<file path="src/rtl/idex_reg_pkg.sv">
// Shared types and constants for the ID/EX pipeline register and its load tracker.
package idex_reg_pkg;

  localparam int unsigned OPC_W  = 4;
  localparam int unsigned DATA_W = 16;
  localparam int unsigned IMM_W  = 8;
  localparam int unsigned REG_W  = 4;

  localparam logic [OPC_W-1:0] OPC_NOP = 4'b0000;
  localparam logic [OPC_W-1:0] OPC_LW  = 4'b1000;

  typedef enum logic [1:0] {
    LT_IDLE = 2'd0,
    LT_WAIT = 2'd1,
    LT_DONE = 2'd2
  } lt_state_t;

  typedef struct packed {
    logic              valid;
    logic [OPC_W-1:0]  opcode;
    logic [DATA_W-1:0] rdata1;
    logic [DATA_W-1:0] rdata2;
    logic [IMM_W-1:0]  imm;
    logic [REG_W-1:0]  wreg;
    logic              regwrite;
    logic              memwrite;
    logic              is_load;
  } idex_fields_t;

  // A bubble is a no-op that writes nothing and carries zeroed data.
  localparam idex_fields_t IDEX_BUBBLE = '{
    valid:    1'b0,
    opcode:   OPC_NOP,
    rdata1:   DATA_W'(0),
    rdata2:   DATA_W'(0),
    imm:      IMM_W'(0),
    wreg:     REG_W'(0),
    regwrite: 1'b0,
    memwrite: 1'b0,
    is_load:  1'b0
  };

endpackage

</file>
<file path="src/rtl/idex_reg_if.sv">
// Decode-side inputs, EX-side copy and hazard-unit signals of the ID/EX boundary.
interface idex_reg_if;
  import idex_reg_pkg::*;

  logic              d_valid;
  logic [OPC_W-1:0]  d_opcode;
  logic [DATA_W-1:0] d_rdata1;
  logic [DATA_W-1:0] d_rdata2;
  logic [IMM_W-1:0]  d_imm;
  logic [REG_W-1:0]  d_wreg;
  logic              d_regwrite;
  logic              d_memwrite;
  logic              d_isLoad;
  logic              idex_stall;
  logic              flush;

  logic              x_valid;
  logic [OPC_W-1:0]  x_opcode;
  logic [DATA_W-1:0] x_rdata1;
  logic [DATA_W-1:0] x_rdata2;
  logic [IMM_W-1:0]  x_imm;
  logic [REG_W-1:0]  x_wreg;
  logic              x_regwrite;
  logic              x_memwrite;
  logic              x_isLoad;
  logic              e_isLoad;
  logic [REG_W-1:0]  e_wreg;
  logic              write_done;

  // Decode stage and hazard unit side.
  modport master (
    output d_valid, d_opcode, d_rdata1, d_rdata2, d_imm, d_wreg,
           d_regwrite, d_memwrite, d_isLoad, idex_stall, flush,
    input  x_valid, x_opcode, x_rdata1, x_rdata2, x_imm, x_wreg,
           x_regwrite, x_memwrite, x_isLoad, e_isLoad, e_wreg, write_done
  );

  // Pipeline register side.
  modport slave (
    input  d_valid, d_opcode, d_rdata1, d_rdata2, d_imm, d_wreg,
           d_regwrite, d_memwrite, d_isLoad, idex_stall, flush,
    output x_valid, x_opcode, x_rdata1, x_rdata2, x_imm, x_wreg,
           x_regwrite, x_memwrite, x_isLoad, e_isLoad, e_wreg, write_done
  );

endinterface

</file>
<file path="src/rtl/idex_reg_load_tracker.sv">
// Tracks a stalled load in EX until its write-back, then pulses write_done once.
module load_tracker
  import idex_reg_pkg::*;
#(
  parameter int unsigned WB_LAT = 2
) (
  input  logic             clk,
  input  logic             rst,
  input  logic             flush,
  input  logic             idex_stall,
  input  logic             x_is_load,
  input  logic [REG_W-1:0] x_wreg,
  output logic             e_is_load,
  output logic [REG_W-1:0] e_wreg,
  output logic             write_done
);

  localparam int unsigned      CNT_W    = $clog2(WB_LAT) + 1;
  localparam logic [CNT_W-1:0] CNT_INIT = CNT_W'(WB_LAT - 1);

  lt_state_t        state_q, state_d;
  logic [CNT_W-1:0] cnt_q, cnt_d;
  logic [REG_W-1:0] pend_wreg_q, pend_wreg_d;

  // State, counter and pending destination registers.
  always_ff @(posedge clk) begin
    if (rst) begin
      state_q     <= LT_IDLE;
      cnt_q       <= CNT_W'(0);
      pend_wreg_q <= REG_W'(0);
    end else begin
      state_q     <= state_d;
      cnt_q       <= cnt_d;
      pend_wreg_q <= pend_wreg_d;
    end
  end

  // Next state: start on a stalled load to a real register, count down, release.
  always_comb begin
    state_d     = state_q;
    cnt_d       = cnt_q;
    pend_wreg_d = pend_wreg_q;
    unique case (state_q)
      LT_IDLE: begin
        if (!flush && idex_stall && x_is_load && (x_wreg != REG_W'(0))) begin
          pend_wreg_d = x_wreg;
          cnt_d       = CNT_INIT;
          state_d     = LT_WAIT;
        end
      end
      LT_WAIT: begin
        if (flush) begin
          state_d = LT_IDLE;
        end else if (cnt_q == CNT_W'(0)) begin
          state_d = LT_DONE;
        end else begin
          cnt_d = cnt_q - CNT_W'(1);
        end
      end
      LT_DONE: state_d = LT_IDLE;
      default: state_d = LT_IDLE;
    endcase
  end

  // Outputs: pass EX through when idle, otherwise report the pending load.
  always_comb begin
    e_is_load  = x_is_load;
    e_wreg     = x_wreg;
    write_done = 1'b0;
    unique case (state_q)
      LT_WAIT: begin
        e_is_load = 1'b1;
        e_wreg    = pend_wreg_q;
      end
      LT_DONE: begin
        e_is_load  = 1'b1;
        e_wreg     = pend_wreg_q;
        write_done = !flush;
      end
      default: ;
    endcase
  end

endmodule

</file>
<file path="src/rtl/idex_reg.sv">
// ID/EX pipeline register with bubble insertion and load write-back tracking.
module idex_reg
  import idex_reg_pkg::*;
#(
  parameter int unsigned WB_LAT = 2
) (
  input logic     clk,
  input logic     rst,
  idex_reg_if.slave bus
);

  idex_fields_t d_fields;
  idex_fields_t x_d, x_q;

  assign d_fields = '{
    valid:    bus.d_valid,
    opcode:   bus.d_opcode,
    rdata1:   bus.d_rdata1,
    rdata2:   bus.d_rdata2,
    imm:      bus.d_imm,
    wreg:     bus.d_wreg,
    regwrite: bus.d_regwrite,
    memwrite: bus.d_memwrite,
    is_load:  bus.d_isLoad
  };

  // Flush and stall both insert a bubble; otherwise capture decode.
  always_comb begin
    x_d = d_fields;
    if (bus.flush || bus.idex_stall) begin
      x_d = IDEX_BUBBLE;
    end
  end

  // EX-stage copy of the decoded instruction.
  always_ff @(posedge clk) begin
    if (rst) begin
      x_q <= IDEX_BUBBLE;
    end else begin
      x_q <= x_d;
    end
  end

  assign bus.x_valid    = x_q.valid;
  assign bus.x_opcode   = x_q.opcode;
  assign bus.x_rdata1   = x_q.rdata1;
  assign bus.x_rdata2   = x_q.rdata2;
  assign bus.x_imm      = x_q.imm;
  assign bus.x_wreg     = x_q.wreg;
  assign bus.x_regwrite = x_q.regwrite;
  assign bus.x_memwrite = x_q.memwrite;
  assign bus.x_isLoad   = x_q.is_load;

  load_tracker #(
    .WB_LAT(WB_LAT)
  ) u_tracker (
    .clk        (clk),
    .rst        (rst),
    .flush      (bus.flush),
    .idex_stall (bus.idex_stall),
    .x_is_load  (x_q.is_load),
    .x_wreg     (x_q.wreg),
    .e_is_load  (bus.e_isLoad),
    .e_wreg     (bus.e_wreg),
    .write_done (bus.write_done)
  );

endmodule

</file>
<file path="src/flat_wrapper.sv">
// flat-port wrapper written by rule: the top's interface ports become plain ports
module idex_reg_flat import idex_reg_pkg::*;
#(
  parameter int unsigned WB_LAT = 2
)
  (clk, rst, bus_d_valid, bus_d_opcode, bus_d_rdata1, bus_d_rdata2, bus_d_imm, bus_d_wreg, bus_d_regwrite, bus_d_memwrite, bus_d_isLoad, bus_idex_stall, bus_flush, bus_x_valid, bus_x_opcode, bus_x_rdata1, bus_x_rdata2, bus_x_imm, bus_x_wreg, bus_x_regwrite, bus_x_memwrite, bus_x_isLoad, bus_e_isLoad, bus_e_wreg, bus_write_done);
  idex_reg_if bus_i ();
  input logic clk;
  input logic rst;
  input wire logic [$bits(bus_i.d_valid)-1:0] bus_d_valid;
  input wire logic [$bits(bus_i.d_opcode)-1:0] bus_d_opcode;
  input wire logic [$bits(bus_i.d_rdata1)-1:0] bus_d_rdata1;
  input wire logic [$bits(bus_i.d_rdata2)-1:0] bus_d_rdata2;
  input wire logic [$bits(bus_i.d_imm)-1:0] bus_d_imm;
  input wire logic [$bits(bus_i.d_wreg)-1:0] bus_d_wreg;
  input wire logic [$bits(bus_i.d_regwrite)-1:0] bus_d_regwrite;
  input wire logic [$bits(bus_i.d_memwrite)-1:0] bus_d_memwrite;
  input wire logic [$bits(bus_i.d_isLoad)-1:0] bus_d_isLoad;
  input wire logic [$bits(bus_i.idex_stall)-1:0] bus_idex_stall;
  input wire logic [$bits(bus_i.flush)-1:0] bus_flush;
  output wire logic [$bits(bus_i.x_valid)-1:0] bus_x_valid;
  output wire logic [$bits(bus_i.x_opcode)-1:0] bus_x_opcode;
  output wire logic [$bits(bus_i.x_rdata1)-1:0] bus_x_rdata1;
  output wire logic [$bits(bus_i.x_rdata2)-1:0] bus_x_rdata2;
  output wire logic [$bits(bus_i.x_imm)-1:0] bus_x_imm;
  output wire logic [$bits(bus_i.x_wreg)-1:0] bus_x_wreg;
  output wire logic [$bits(bus_i.x_regwrite)-1:0] bus_x_regwrite;
  output wire logic [$bits(bus_i.x_memwrite)-1:0] bus_x_memwrite;
  output wire logic [$bits(bus_i.x_isLoad)-1:0] bus_x_isLoad;
  output wire logic [$bits(bus_i.e_isLoad)-1:0] bus_e_isLoad;
  output wire logic [$bits(bus_i.e_wreg)-1:0] bus_e_wreg;
  output wire logic [$bits(bus_i.write_done)-1:0] bus_write_done;
  assign bus_i.d_valid = bus_d_valid;
  assign bus_i.d_opcode = bus_d_opcode;
  assign bus_i.d_rdata1 = bus_d_rdata1;
  assign bus_i.d_rdata2 = bus_d_rdata2;
  assign bus_i.d_imm = bus_d_imm;
  assign bus_i.d_wreg = bus_d_wreg;
  assign bus_i.d_regwrite = bus_d_regwrite;
  assign bus_i.d_memwrite = bus_d_memwrite;
  assign bus_i.d_isLoad = bus_d_isLoad;
  assign bus_i.idex_stall = bus_idex_stall;
  assign bus_i.flush = bus_flush;
  assign bus_x_valid = bus_i.x_valid;
  assign bus_x_opcode = bus_i.x_opcode;
  assign bus_x_rdata1 = bus_i.x_rdata1;
  assign bus_x_rdata2 = bus_i.x_rdata2;
  assign bus_x_imm = bus_i.x_imm;
  assign bus_x_wreg = bus_i.x_wreg;
  assign bus_x_regwrite = bus_i.x_regwrite;
  assign bus_x_memwrite = bus_i.x_memwrite;
  assign bus_x_isLoad = bus_i.x_isLoad;
  assign bus_e_isLoad = bus_i.e_isLoad;
  assign bus_e_wreg = bus_i.e_wreg;
  assign bus_write_done = bus_i.write_done;
  idex_reg #(.WB_LAT(WB_LAT)) u_core (.clk(clk), .rst(rst), .bus(bus_i));
endmodule
</file>
<file path="config.mk">
export PLATFORM = sky130hd
export DESIGN_NAME = idex_reg_flat
export DESIGN_NICKNAME = d
export VERILOG_FILES = /design/src/rtl/idex_reg_pkg.sv /design/src/rtl/idex_reg_if.sv /design/src/rtl/idex_reg_load_tracker.sv /design/src/rtl/idex_reg.sv /design/src/flat_wrapper.sv
export SDC_FILE = /design/constraint.sdc
export NUM_CORES = 1
export LEC_CHECK = 0
export BUFFER_PORTS_ARGS = -buffer_cell sky130_fd_sc_hd__buf_2
export CORE_UTILIZATION = 35
export DETAILED_ROUTE_END_ITERATION = 16
export PLACE_DENSITY = 0.64
export SYNTH_ARGS = -nofsm -noshare
export SYNTH_HDL_FRONTEND = slang
export SYNTH_HIERARCHICAL = 1
export SYNTH_SLANG_ARGS = --single-unit
export TNS_END_PERCENT = 5
</file>
<file path="constraint.sdc">
create_clock -name clk -period 2.1 [get_ports clk]
set_input_delay 0.105 -clock clk [delete_from_list [all_inputs] [get_ports clk]]
set_output_delay 0.105 -clock clk [all_outputs]
set_load 0.01 [all_outputs]
</file>
==> results.yml <==
synth:
  ys_seq_area_share_pct: 48.4
  synth-compound-area-share_pct: 2.37
  synth-simple-area-share_pct: 35.5
  synth_edf_count: 0
  muxShareOfSynthArea_pct: 3.43
  post-synth-top-count-cell: "dfxtp_1"
  ys_ff_latch: 60
  async_reset_ff_share_pct: 0
  synth_xor_xnor_area_share_pct: 0
  synth_area_mm2: 0.00248
  synth_top_family_by_area: "simple AND/OR/NAND/NOR gates"
  synth_cell_types: 30
  synthTopCellsByCount: "dfxtp_1, nor4b_2, buf_6"
  synthFlopType: "dfxtp_1"
  synth_fa_ha_area_share_pct: 2.02
  synthCells: 176
  yosys_warnings: 6
  yosysTopAreaCellShare_pct: 48.4
  yosysTopAreaCell: "dfxtp_1"
  syn_nets: 236
  avgSynthCellArea_um2: 14.1
  synth_area_leaders: "dfxtp_1, nor4b_2, buf_6, ha_1, mux2_2"
sta:
  worstMarginPinSlew_ps: 828
  tns_ps: 0
  min_period_ps: 1810
  slew_viol_final: 0
  final-setup-viol-count: 0
  hold_viol: 0
  whs_ps: 42.9
  setup_slack_ps: 294
  fin_skew_ps: 5.58
  fmax_mhz: 554
  rsz0062_at_grt: "no"
  maxSlewHeadroom_pct: 44.8
  min_period_over_period_pct: 86.0
clocking:
  cts_tree: "built"
  clk_path_buf_depth: 2
  cts-resized-gates: 0
  cts_buffers: 9
  holdBufCountCts: 0
  cts_setup_buffers: 0
  cts.sinks: 60
  cts_root_buf: "clkbuf_8"
  htree_levels: 3
  clk_pin_slew_ps: 70
  clk_latency_ps: 320
critical_path:
  crit_arrival_ps: 1700
  cp-start-kind: "register"
  critPathBufInv: 2
  crit_chain: "inv_1 > ha_1 > mux2_2 > buf_2"
  path_delay_family: "adder cells"
  crit_path_end_kind: "primary output"
  crit_required_ps: 2000
  max_stage_delay_ps: 420
  crit_type: "register to primary output"
  crit_fanout: 5
  rrSetupSlack_ps: 470
  crit_slowest_cell: "ha_1"
global_route:
  antenna_found_initial: 0
  grt-ovfl-total: 0
  grt.total_usage_pct: 13.3
  grt_pass1_wl_mm: 7.62
  grt_pass1_vias: 1697
  grt_max_degree: 62
die:
  die_x_um: 86.2
  die_area_mm2: 0.00743
  rows: 30
  core_area_mm2: 0.00683
  die_h_um: 86.2
  num_io_pins: 114
  start_util_pct: 36.3
power_and_ir_drop:
  cellLeakagePower_nw: 1.39
  internal-power_w: 0.00185
  switching_share_pct: 24.7
  p_total_w: 0.00246
  p_comb_share_pct: 11.4
  power-per-cell-area_mw_per_mm2: 764
  p_sw_w: 0.000607
  vdd_drop_max_uv: 354
  power_frac_seq_pct: 48.1
  clock_power_share_pct: 40.5
placement:
  numPortBuffers: 113
  dp.final_hpwl_mm: 3.28
  globalplace.congestion: 0.769
  pre_cts_slack_ps: 485
flow_run:
  maxCapViolations: 0
route:
  vias: 1752
  drt_iter0_drc: 82
  vias_per_cell: 4.55
  drtAntennaViolNets: 0
  post_drt_wl_per_cell_um: 12.7
  drc: 0
  routed_wl_mm: 4.90
  dr.pass1.iters: 4
finish:
  drive_gt1_share_pct: 65.7
  area_growth_pct: 29.6
  nNetsFinal: 344
  antenna_cells: 0
outcome:
  status: "finished clean"
hold_path:
  hold_path.class: "primary input to register"
kinds of logic after synthesis:
group	count (synthesis)
adder cells (fa/ha/maj)	4
AND/OR/NAND/NOR	71
AO/OA/AOI/OAI	8
flip-flops	60
buffers and inverters	25
multiplexers	8
layout by cell type (no fill, tap or decap), drive strengths merged, types with 2 or more instances in the layout:
cell type,netlist,layout
a21oi,2,2
buf,20,117
clkbuf,0,10
clkinv,0,4
dfxtp,60,60
ha,4,4
inv,5,5
mux2,4,4
mux2i,4,4
nor2,7,7
nor3,2,2
nor4,2,2
nor4b,52,52
o31ai,2,2
power by group through the flow:
stage / combinational [W] / sequential, W / clock (W)
3_5_place_dp: 0.000285 / 0.00121 / 0
2_1_floorplan: 0.000188 / 0.00122 / 0
4_1_cts: 0.000286 / 0.00118 / 0.00104
5_1_grt: 0.000306 / 0.00118 / 0.00109
3_3_place_gp: 0.000282 / 0.00121 / 0
6_report: 0.000281 / 0.00118 / 0.000994
routing by layer:
metal	vias to the layer above	GRT usage [%]	part of all wire, %
met5	-	0	0
met4	0	7.27	1.5
met3	6	4.48	5.9
met2	59	22.1	48
met1	823	15.1	45
li1	864	-	-
sequential cells by signal, indices dropped and copies added (netlist names):
name                          cells
u_core/bus.x_regwrite             1
u_core/u_tracker/cnt_q            2
u_core/bus.x_valid                1
u_core/u_tracker/pend_wreg_q      4
u_core/bus.x_isLoad               1
u_core/bus.x_opcode               4
u_core/bus.x_memwrite             1
u_core/bus.x_rdata1              16
u_core/u_tracker/state_q          2
u_core/bus.x_imm                  8
u_core/bus.x_rdata2              16
u_core/bus.x_wreg                 4
worst paths after layout:
path                                     from  cells past startpoint                   endpoint
hold / removal                bus_d_opcode[1]                      2     u_core/bus.x_opcode[1]
setup reg to reg    u_core/u_tracker/cnt_q[0]                      6  u_core/u_tracker/cnt_q[0]
hold reg to reg     u_core/u_tracker/cnt_q[1]                      2  u_core/u_tracker/cnt_q[1]
setup / recovery  u_core/u_tracker/state_q[0]                      4              bus_e_wreg[1]
stage by stage:
stage | util [%] | instance area [µm²] | instances
floorplan | - | 2480 | 176
global placement | 44.2 | 3020 | 369
detailed placement | 44.2 | 3020 | 369
finish | 47.1 | 3210 | 385
CTS | 47.1 | 3210 | 385
global route | 47.1 | 3210 | 385
cell type report:
cell class                      instances  area [µm²]
Timing Repair Buffer                  117         608
Clock buffer                           10         128
Fill cell                             675        3620
Tap cell                               96         120
Multi-Input combinational cell         91        1070
Inverter                                5        18.8
Clock inverter                          6        65.1
Sequential cell                        60        1200
No activity file was read; power rests on OpenSTA's default activity.
